==> config.mk <==
export PLATFORM = sky130hd
export DESIGN_NAME = rca_word_sequencer
export DESIGN_NICKNAME = d
export VERILOG_FILES = /design/src/rtl/rca_word_sequencer.sv
export SDC_FILE = /design/constraint.sdc
export NUM_CORES = 1
export LEC_CHECK = 0
export CAP_MARGIN = 30
export CORE_ASPECT_RATIO = 1.2
export CORE_MARGIN = 3
export CORE_UTILIZATION = 40
export CTS_CLUSTER_SIZE = 25
export DETAILED_ROUTE_END_ITERATION = 12
export PLACE_DENSITY_LB_ADDON = 0.3
export SYNTH_ARGS = -nofsm -noshare
export SYNTH_HDL_FRONTEND = slang
export SYNTH_SLANG_ARGS = --single-unit
export TNS_END_PERCENT = 5
==> constraint.sdc <==
create_clock -name clk -period 2.18 [get_ports clk]
set_input_delay 0.218 -clock clk [delete_from_list [all_inputs] [get_ports clk]]
set_output_delay 0.218 -clock clk [all_outputs]
set_load 0.1 [all_outputs]
==> src/rtl/rca_word_sequencer.sv <==
// Wide adder built from one 4-bit ripple-carry slice, stepped LSB-first over WIDTH/4 cycles.
// Optional subtract mode is enabled by defining RCA_SEQ_SUB_EN.
module rca_word_sequencer #(
  parameter int WIDTH = 16
) (
  input  logic             clk,
  input  logic             rst_n,
  input  logic             in_valid,
  output logic             in_ready,
  input  logic [WIDTH-1:0] a_in,
  input  logic [WIDTH-1:0] b_in,
  input  logic             c_in,
  input  logic             op_sub,
  output logic             out_valid,
  input  logic             out_ready,
  output logic [WIDTH-1:0] sum_out,
  output logic             carry_out,
  output logic             busy
);

  localparam int NSLICE = WIDTH / 4;
  localparam int CW     = (NSLICE > 1) ? $clog2(NSLICE) : 1;

  generate
    if (WIDTH < 4 || (WIDTH % 4) != 0) begin : g_bad_width
      $error("rca_word_sequencer: WIDTH must be a multiple of 4 and >= 4");
    end
  endgenerate

  typedef enum logic [1:0] {IDLE, RUN, DONE} state_t;

  state_t           state_q, state_d;
  logic [WIDTH-1:0] a_sh_q, a_sh_d;
  logic [WIDTH-1:0] b_sh_q, b_sh_d;
  logic [WIDTH-1:0] res_q, res_d;
  logic [WIDTH-1:0] sum_q, sum_d;
  logic             carry_q, carry_d;
  logic             cout_q, cout_d;
  logic [CW-1:0]    cnt_q, cnt_d;

  logic [WIDTH-1:0] b_cap;
  logic             c_cap;

`ifdef RCA_SEQ_SUB_EN
  // Two's-complement subtract: invert B and inject a carry of one.
  assign b_cap = op_sub ? ~b_in : b_in;
  assign c_cap = op_sub ? 1'b1 : c_in;
`else
  logic unused_op_sub;
  assign unused_op_sub = op_sub;
  assign b_cap = b_in;
  assign c_cap = c_in;
`endif

  logic [3:0] sl_a, sl_b, sl_s;
  logic [4:0] sl_c;

  assign sl_a    = a_sh_q[3:0];
  assign sl_b    = b_sh_q[3:0];
  assign sl_c[0] = carry_q;

  for (genvar i = 0; i < 4; i++) begin : g_fa
    assign sl_s[i]   = sl_a[i] ^ sl_b[i] ^ sl_c[i];
    assign sl_c[i+1] = (sl_a[i] & sl_b[i]) | (sl_c[i] & (sl_a[i] ^ sl_b[i]));
  end

  // New slice sum enters at the top; earlier slices drift down toward bit 0.
  logic [WIDTH-1:0] res_shift;
  assign res_shift = WIDTH'({sl_s, res_q} >> 4);

  always_comb begin
    state_d = state_q;
    a_sh_d  = a_sh_q;
    b_sh_d  = b_sh_q;
    res_d   = res_q;
    sum_d   = sum_q;
    carry_d = carry_q;
    cout_d  = cout_q;
    cnt_d   = cnt_q;
    case (state_q)
      IDLE: begin
        if (in_valid) begin
          a_sh_d  = a_in;
          b_sh_d  = b_cap;
          carry_d = c_cap;
          cnt_d   = '0;
          state_d = RUN;
        end
      end
      RUN: begin
        res_d   = res_shift;
        a_sh_d  = a_sh_q >> 4;
        b_sh_d  = b_sh_q >> 4;
        carry_d = sl_c[4];
        cnt_d   = cnt_q + CW'(1);
        if (cnt_q == CW'(NSLICE - 1)) begin
          sum_d   = res_shift;
          cout_d  = sl_c[4];
          state_d = DONE;
        end
      end
      DONE: begin
        if (out_ready) state_d = IDLE;
      end
      default: state_d = IDLE;
    endcase
  end

  always_ff @(posedge clk or negedge rst_n) begin
    if (!rst_n) begin
      state_q <= IDLE;
      a_sh_q  <= '0;
      b_sh_q  <= '0;
      res_q   <= '0;
      sum_q   <= '0;
      carry_q <= 1'b0;
      cout_q  <= 1'b0;
      cnt_q   <= '0;
    end else begin
      state_q <= state_d;
      a_sh_q  <= a_sh_d;
      b_sh_q  <= b_sh_d;
      res_q   <= res_d;
      sum_q   <= sum_d;
      carry_q <= carry_d;
      cout_q  <= cout_d;
      cnt_q   <= cnt_d;
    end
  end

  assign in_ready  = (state_q == IDLE);
  assign out_valid = (state_q == DONE);
  assign busy      = (state_q == RUN) || (state_q == DONE);
  assign sum_out   = sum_q;
  assign carry_out = cout_q;

endmodule

* Word level (Yosys, flattened, before mapping)
Cells that the tools add are included.
** Operators by class
- Add/subtract/negate cells :: 1
- Muxes and demuxes :: 12
- Equal/unequal tests :: 6
- Bitwise gates (word level) :: 20
- Reduce and logical (&&, ||, !) cells :: 6
** Operators with widths (number)
- $pmux W16 S2 :: 2
- $mux W16 :: 2
- $and A1 B1 Y1 :: 8
- $mux W2 :: 4
- $xor A1 B1 Y1 :: 8
- $pmux W2 S3 :: 1
- $eq A2 B2 Y1 const B :: 2
- $ne A2 B2 Y1 const B :: 2
- $or A1 B1 Y1 :: 4
- $pmux W2 S2 :: 1
- $reduce_and A2 Y1 :: 2
- $reduce_and A3 Y1 :: 1
- $add A2 B1 Y2 const B :: 1
- $eq A2 B1 Y1 const B :: 1
- $logic_not A2 Y1 :: 1
- $ne A2 B1 Y1 const B :: 1
- $pmux W1 S2 :: 1
- $reduce_bool A2 Y1 :: 1
- $logic_or A1 B1 Y1 :: 1
- $mux W1 :: 1
** Storage, ports and cells
- Word-level logic and storage cells :: 53
- Flip-flop bits (word level) :: 70
- Input port bits :: 38

* Depth between registers and ports, before layout
Gate-level depths: netlist of run 1.
- Word-level depth :: 10
- Mapped depth :: 10
- Depth with buffers taken out :: 10

* Worst setup path after synthesis of run 1
No wires, ideal clock.
- Kind :: flip-flop to flip-flop
- Start point :: register state_q[0]
- End point :: register a_sh_q[12]
- Path slack :: -0.093 ns
- Clock period less this slack :: 2.273 ns
- Path buffers :: 0
- Stages on the path, launching flop included :: 6
- Arrival :: 2.146 ns
- Data required time :: 2.052 ns
- Cell sequence :: dfrtp_1 inv_1 ha_1 clkinv_1 a22oi_1 o21ai_0
** Between the ends
- Longest elaborated chain between the ends :: 3
- Elaborated cells on any way between the ends :: 6
- Classes of those cells :: eq/ne: 2; mux: 1; reduce/logical: 3
** Ends and longest elaborated chain
- from (decl) :: line 32 : state_t state_q, state_d;
- from (signal assigned) :: line 120 : state_q <= state_d;
- $logic_not A2 Y1 *
- named net in_ready :: line 9 : output logic in_ready,
- $ne A2 B2 Y1 (no line) or $reduce_bool A2 Y1 (tied branches)
- $reduce_and A2 Y1 (no line)
- to (signal assigned) :: line 121 : a_sh_q <= a_sh_d;
- to (decl) :: line 33 : logic [WIDTH-1:0] a_sh_q, a_sh_d;
The timed path passes the listed nets; every way through them passes the cells marked *.
A chain may end at the register's enable or synchronous reset.

* Final worst setup path of run 1
- Start point :: register carry_q
- End point :: register res_q[15]
** Between the ends
- Longest elaborated chain between the ends :: 7
** Ends and longest elaborated chain
- from (decl) :: line 37 : logic carry_q, carry_d;
- from (signal assigned) :: line 125 : carry_q <= carry_d;
- $and A1 B1 Y1 :: line 64 : assign sl_c[i+1] = (sl_a[i] & sl_b[i]) | (sl_c[i] & (sl_a[i] ^ sl_b[i]));
- $or A1 B1 Y1 :: line 64
- $and A1 B1 Y1 :: line 64
- $or A1 B1 Y1 :: line 64
- $and A1 B1 Y1 :: line 64
- $or A1 B1 Y1 :: line 64
- $xor A1 B1 Y1 :: line 63 : assign sl_s[i] = sl_a[i] ^ sl_b[i] ^ sl_c[i];
- to (signal assigned) :: line 123 : res_q <= res_d;
- to (decl) :: line 35 : logic [WIDTH-1:0] res_q, res_d;
Every way passes these cells.

==> PnR_summary.wiki, run 1 <==
{| class="wikitable"
! Metric !! Value
|-
| Run status || finished, final reports clean
|-
| Maximum net fanout on the critical path || 2
|-
| Highest-count cells in the layout ignoring fill and taps || 66 x sky130_fd_sc_hd__dfrtp_1, 40 x sky130_fd_sc_hd__nand2_1, 35 x sky130_fd_sc_hd__clkdlybuf4s50_1, 25 x sky130_fd_sc_hd__mux2i_1, 25 x sky130_fd_sc_hd__buf_4
|-
| Cell count of the worst reg-to-reg path || 8
|-
| Data arrival time of the critical path || around 2300 ps
|-
| Period Utilization, post-route || ~95%
|-
| GRT Resource Usage Total || 13.1%
|-
| Port Buf Inserts || 56
|-
| CP Buf/Inv Count || 3
|-
| Starting density of the core || 41.7%
|-
| Die area || between 0.008 and 0.009 mm2
|-
| Shortest period the worst path allows || 2070 ps
|-
| Number of global-route vias before repair || 1905
|-
| CORE AREA || roughly 0.0073 mm2
|-
| Clock Sink Count || 66
|-
| Maximum clock insertion buffer count || 2
|-
| Critical Path End Type || flop
|-
| Final number of setup-violating endpoints || 0
|-
| Critical-path cell with the highest stage delay || sky130_fd_sc_hd__fa_1
|-
| Slack of the critical path || between 100 and 150 ps
|-
| Critical Path Start Type || flop
|-
| Kind of cell with the highest combined delay on the critical path || adder cells
|-
| Clock-pin slew on the worst setup and hold paths || 70 ps
|-
| Unique cell type count in the Yosys netlist || 25
|-
| Worst rel slew slack || 72.0%
|-
| Util after Layout || 52.5%
|-
| Placer Congestion || 0.690
|-
| Post-synthesis instance total || 248
|-
| Final count of pins violating max slew || 0
|-
| Vias per cell || between 4 and 5
|-
| Net count of the mapped netlist || 294
|-
| Vertical die dimension || 102 um
|-
| Required time of the critical path || 2430 ps
|-
| Violation count after the first detailed-route iteration || 71
|-
| Number of warnings printed during yosys synthesis || 0
|-
| Area Growth Syn to Fin || 26.0%
|-
| Post-DR wirelength/cell || ~13 um
|-
| Global-route wire length before repair || 8.91 mm
|-
| Cts bufs inserted || 9
|-
| CP Depth || 8
|-
| Grt ovf || 0
|-
| Critical path class || flop to flop
|-
| Detail Route met3 WL || 220 um
|-
| Count of pins on the block boundary || 58
|-
| Unrepaired setup endpoints after global routing || false
|-
| Setup Slack @ Placement || -32.0 ps
|-
| Flip-flop and latch area || approximately 0.0017 mm2
|-
| Antenna violations before repair || 0
|-
| Top routing layer in use || met4
|-
| H-tree depth || 3
|-
| Top post-synthesis cells by area || sky130_fd_sc_hd__dfrtp_1 54%, sky130_fd_sc_hd__mux2_2 8.5%, sky130_fd_sc_hd__mux2i_1 8.2%
|-
| Critical-path cell list || fa_2, inv_2, fa_2, inv_1, fa_2, inv_2, fa_1, mux2i_1
|-
| Most frequent cell on the critical path || sky130_fd_sc_hd__fa_2
|-
| Cell Area, Synth || roughly 0.003 mm2
|-
| Worst Hold Class || input pin to async pin
|-
| Number of synthesized register bits || 66
|-
| Area share of the leading cell type in the synthesized netlist || a little over half
|-
| Vias || 1952
|-
| Later-pin clock latency in the skew report || about 330 ps
|-
| Delay of the slowest critical-path stage || about 420 ps
|-
| Width of the die || 85.7 um
|-
| Share of cells above drive strength 1 || between 30% and 40%
|-
| Average footprint of a synthesized cell || 12.3 um2
|-
| First-pass DRT Iterations || 4
|-
| Half-perimeter wire length after detailed placement || 3.85 mm
|-
| CTS tree || done
|-
| Post-route ant nets || 0
|-
| Slew at the pin closest to its max-slew limit || 420 ps
|-
| Wire length on met1 || 2.48 mm
|-
| Endpoints failing hold || 0
|-
| Post-CTS setup-driven buffer insertion count || 0
|-
| Largest area contributor in the synthesized netlist || sky130_fd_sc_hd__dfrtp_1
|-
| Number of max-capacitance violations reported || 0
|-
| Fill cell total of the finished layout || between 600 and 700
|-
| Number of nets in the layout || between 300 and 400
|-
| Site row count || 34
|-
| Setup Skew || 16.1 ps
|-
| Most common cell after layout, fill and taps aside || sky130_fd_sc_hd__dfrtp_1
|-
| Wire length after detailed routing || 5.37 mm
|-
| Share of the yosys chip area belonging to registers || 54.2%
|-
| Number of antenna repair diodes || 0
|-
| Largest net degree at the start of global routing || 53
|-
| Peak Freq || 0.482 GHz
|-
| Metal2 WL || 2.63 mm
|-
| Area of combinational cells with multiple inputs || 0.00125 mm2
|-
| Root Buffer Master || sky130_fd_sc_hd__clkbuf_8
|-
| DRC errors left || 0
|}
==> cell type report <==
class | instances | area share, %
clock inverters | 4 | 1.37
multi-input cells | 156 | 32.6
repair buffers | 64 | 15.4
inverters | 12 | 1.17
well taps | 90 | 2.93
flip-flops and latches | 66 | 43.0
clock buffers | 12 | 3.52
==> layer usage <==
layer | global-route usage [%] | up-vias
met1 | 16.5 | 919
met2 | 21.7 | 45
li1 | - | 984
met3 | 3.25 | 4
met5 | 0 | -
met4 | 5.12 | 0
==> stage by stage <==
step                hold WS (ps)  TNS [ps]  area, um2  cells
finish                       337         0       3840    404
global route                 353         0       3840    404
CTS                          327         0       3830    404
detailed placement           160     -32.0       3640    387
global placement             157         0       3640    387
floorplan                  -77.6         0       3050    248
==> kinds of logic (layout without fill, tap and decap cells) <==
family	count (synthesis)	after routing	share of synthesized area [%]
mux	49	49	17.4
flops	66	66	54.2
fa+ha+maj	8	8	4.27
compound gates	53	53	12.7
simple gates	46	46	6.20
buf+inv	26	92	5.21
==> state kept, by name, indices dropped and copies added (netlist names) <==
register / count
a_sh_q: 16
state_q: 2
b_sh_q: 16
cnt_q: 2
carry_q: 1
sum_out: 16
carry_out: 1
res_q: 12
==> path summary, 6_finish.rpt <==
check | startpoint | endpoint | slack [ps]
worst max register to register | carry_q$_DFFE_PN0P_ | res_q[15]$_DFFE_PN0P_ | 110
worst min-delay path | rst_n | sum_out[7]$_DFFE_PN0P_ | 340
worst min register to register | b_sh_q[5]$_DFFE_PN0P_ | b_sh_q[5]$_DFFE_PN0P_ | 480
worst max-delay path | carry_q$_DFFE_PN0P_ | res_q[15]$_DFFE_PN0P_ | 110
max in group asynchronous | rst_n | b_sh_q[7]$_DFFE_PN0P_ | 1070
min in group clk | b_sh_q[5]$_DFFE_PN0P_ | b_sh_q[5]$_DFFE_PN0P_ | 480
==> cell usage after synthesis <==
library cell,number
sky130_fd_sc_hd__o31ai_1,1
sky130_fd_sc_hd__o21ai_2,24
sky130_fd_sc_hd__mux2_2,23
sky130_fd_sc_hd__a31oi_1,4
sky130_fd_sc_hd__o21ai_1,1
sky130_fd_sc_hd__buf_2,4
sky130_fd_sc_hd__mux2i_4,1
sky130_fd_sc_hd__clkbuf_1,1
sky130_fd_sc_hd__dfrtp_1,66
sky130_fd_sc_hd__a21oi_1,1
sky130_fd_sc_hd__a32o_1,1
sky130_fd_sc_hd__clkinv_1,1
sky130_fd_sc_hd__a22oi_1,8
sky130_fd_sc_hd__inv_1,11
sky130_fd_sc_hd__buf_6,6
sky130_fd_sc_hd__or2b_1,1
sky130_fd_sc_hd__buf_4,3
sky130_fd_sc_hd__nand2b_1,2
sky130_fd_sc_hd__ha_1,4
sky130_fd_sc_hd__nand2_1,40
sky130_fd_sc_hd__and2_1,1
sky130_fd_sc_hd__o21ai_0,13
sky130_fd_sc_hd__nor2b_1,2
sky130_fd_sc_hd__fa_1,4
sky130_fd_sc_hd__mux2i_1,25
==> timing repair <==
item                       CTS  global route
hold buffers                 1             0
setup endpoints to repair    1             3
pin swaps                    0             3
resized for setup            1             5
hold endpoints to repair    16             0
==> worst reg2reg max path: stages (launching register included) <==
cell,delay [ps]
sky130_fd_sc_hd__dfrtp_1,400
sky130_fd_sc_hd__fa_2,390
sky130_fd_sc_hd__inv_2,60
sky130_fd_sc_hd__fa_2,160
sky130_fd_sc_hd__inv_1,50
sky130_fd_sc_hd__fa_2,330
sky130_fd_sc_hd__inv_2,70
sky130_fd_sc_hd__fa_1,420
sky130_fd_sc_hd__mux2i_1,130
Power of run 1 is left out: the tool's default activity adds up to more than one toggle a clock period on the data nets, which glitch-free logic cannot reach.
==> inputs of run 2 (changes only) <==
- CORE_MARGIN: 3 -> unset
- CTS_CLUSTER_DIAMETER: unset -> 40
==> run 2 against run 1 <==
Worst hold slack lost 290 ps. Sequential share of layout area fell by 0.15 points. Maximum frequency down 1.3%. Via count up 1.1%. Non-clock buffer count unchanged. Critical endpoint unchanged. First-iteration DRC count up 9.9%. Largest cell class unchanged. Cell count stayed put. Worst setup slack worse by 27 ps. Register-to-register slack worse by 30 ps.
==> PnR_summary.wiki, run 2 (synthesis results as in run 1) <==
{| class="wikitable"
! Metric !! Value
|-
| Required time of the critical path || around 2500 ps
|-
| Half-perimeter wire length after detailed placement || approximately 3.6 mm
|-
| Clock Sink Count || 66
|-
| DRC errors left || 0
|-
| Largest net degree at the start of global routing || 67
|-
| Worst rel slew slack || between 40% and 50%
|-
| Width of the die || 81.7 um
|-
| Grt ovf || 0
|-
| Global-route wire length before repair || 9.18 mm
|-
| Vias per cell || 4.88
|-
| Data arrival time of the critical path || 2370 ps
|-
| Antenna violations before repair || 0
|-
| Slew at the pin closest to its max-slew limit || 854 ps
|-
| Post-DR wirelength/cell || 13.5 um
|-
| Area Growth Syn to Fin || 26.4%
|-
| Critical path class || flop to flop
|-
| Unrepaired setup endpoints after global routing || true
|-
| Final count of pins violating max slew || 0
|-
| Number of antenna repair diodes || 0
|-
| Vias || 1973
|-
| Share of cells above drive strength 1 || 31.8%
|-
| Wire length after detailed routing || 5.45 mm
|-
| Post-route ant nets || 0
|-
| Maximum clock insertion buffer count || 2
|-
| Site row count || 34
|-
| CORE AREA || 0.00732 mm2
|-
| Setup Skew || between 6 and 7 ps
|-
| Endpoints failing hold || 0
|-
| Flip-flop and latch area || 0.00165 mm2
|-
| Violation count after the first detailed-route iteration || 78
|-
| Non-filler instance count after layout || 404
|-
| Shortest period the worst path allows || 2100 ps
|-
| Number of placed instances with taps included || 386
|-
| Maximum net fanout on the critical path || 2
|-
| Clock-pin slew on the worst setup and hold paths || 80 ps
|-
| Vertical die dimension || 97.6 um
|-
| Fill cell total of the finished layout || 672
|-
| First-pass DRT Iterations || 2
|-
| Cts bufs inserted || 9
|-
| Critical Path Start Type || flop
|-
| Highest-count cells in the layout ignoring fill and taps || 66 x sky130_fd_sc_hd__dfrtp_1, 40 x sky130_fd_sc_hd__nand2_1, 35 x sky130_fd_sc_hd__clkdlybuf4s50_1, 26 x sky130_fd_sc_hd__buf_4, 25 x sky130_fd_sc_hd__mux2i_1
|-
| Peak Freq || approximately 0.48 GHz
|-
| Starting density of the core || 41.7%
|-
| Number of nets in the layout || 355
|-
| GRT Resource Usage Total || 15.5%
|-
| Number of max-capacitance violations reported || 0
|-
| Area of combinational cells with multiple inputs || 0.00125 mm2
|-
| Final number of setup-violating endpoints || 0
|-
| Port Buf Inserts || 56
|-
| Root Buffer Master || sky130_fd_sc_hd__clkbuf_8
|-
| Critical Path End Type || flop
|-
| Most common cell after layout, fill and taps aside || sky130_fd_sc_hd__dfrtp_1
|-
| Period Utilization, post-route || between 90% and 100%
|-
| CTS tree || done
|-
| H-tree depth || 3
|-
| Placer Congestion || 0.700
|-
| Die area || 0.00798 mm2
|-
| Run status || finished, final reports clean
|-
| Worst Hold Class || input pin to async pin
|-
| Later-pin clock latency in the skew report || approximately 340 ps
|-
| Count of pins on the block boundary || 58
|-
| Number of global-route vias before repair || 1939
|}
[run 2: changes by cell type in the layout (fill, tap and decap cells not counted)]
cell	before	now
sky130_fd_sc_hd__clkbuf_1	3	0
sky130_fd_sc_hd__clkbuf_8	9	10
sky130_fd_sc_hd__clkinv_4	2	1
sky130_fd_sc_hd__buf_4	25	26
sky130_fd_sc_hd__clkinvlp_4	0	3
sky130_fd_sc_hd__dlygate4sd3_1	1	0
[run 2: path summary, 6_finish.rpt]
kind / start / endpoint / slack [ps] / cells past startpoint
worst max-delay path: carry_q$_DFFE_PN0P_ / res_q[15]$_DFFE_PN0P_ / 80 / 8
worst min-delay path: rst_n / sum_out[5]$_DFFE_PN0P_ / 50 / 2
worst max register to register: carry_q$_DFFE_PN0P_ / res_q[15]$_DFFE_PN0P_ / 80 / 8
worst min register to register: b_sh_q[3]$_DFFE_PN0P_ / b_sh_q[3]$_DFFE_PN0P_ / 480 / 2
max in group asynchronous: rst_n / a_sh_q[14]$_DFFE_PN0P_ / 1550 / 2
min in group clk: b_sh_q[3]$_DFFE_PN0P_ / b_sh_q[3]$_DFFE_PN0P_ / 480 / 2
[run 2: per-layer routing]
layer	vias to the layer above	track usage, %	wire [um]
li1	975	-	-
met1	939	20.6	2590
met2	46	22.9	2540
met3	13	3.66	196
met4	0	8.50	128
met5	-	0	0
[run 2: layout make-up]
type / count / share of cell area (%)
clock buffers: 10 / 3.57
clock inverters: 6 / 1.72
inverters: 12 / 1.17
multi-input cells: 156 / 32.5
flip-flops and latches: 66 / 42.8
well taps: 90 / 2.92
repair buffers: 64 / 15.3
[run 2: repair_timing]
item | in CTS | in global routing
setup endpoints to repair | 2 | 3
buffers inserted | 1 | 1
pin swaps | 1 | 3
resized for setup | 2 | 4
hold buffers | 0 | 0
[run 2: per-stage QoR]
stage	setup slack (ps)	TNS, ps	utilization, %	hold WS [ps]	area, um2
finish	80.1	0	52.7	52.2	3850
global route	-28.6	-56.0	52.7	126	3850
CTS	6.27	0	52.5	82.4	3840
detailed placement	-47.0	-64.1	49.6	455	3630
global placement	47.2	0	49.6	452	3630
floorplan	96.9	0	-	-77.6	3050
[run 2: worst max-delay path: stages (launching register included)]
cell                      delay [ps]
sky130_fd_sc_hd__dfrtp_1         410
sky130_fd_sc_hd__fa_2            400
sky130_fd_sc_hd__inv_2            60
sky130_fd_sc_hd__fa_1            150
sky130_fd_sc_hd__inv_1            50
sky130_fd_sc_hd__fa_2            330
sky130_fd_sc_hd__inv_2            60
sky130_fd_sc_hd__fa_2            430
sky130_fd_sc_hd__mux2i_1         140
Power of run 2 is left out for the same reason.
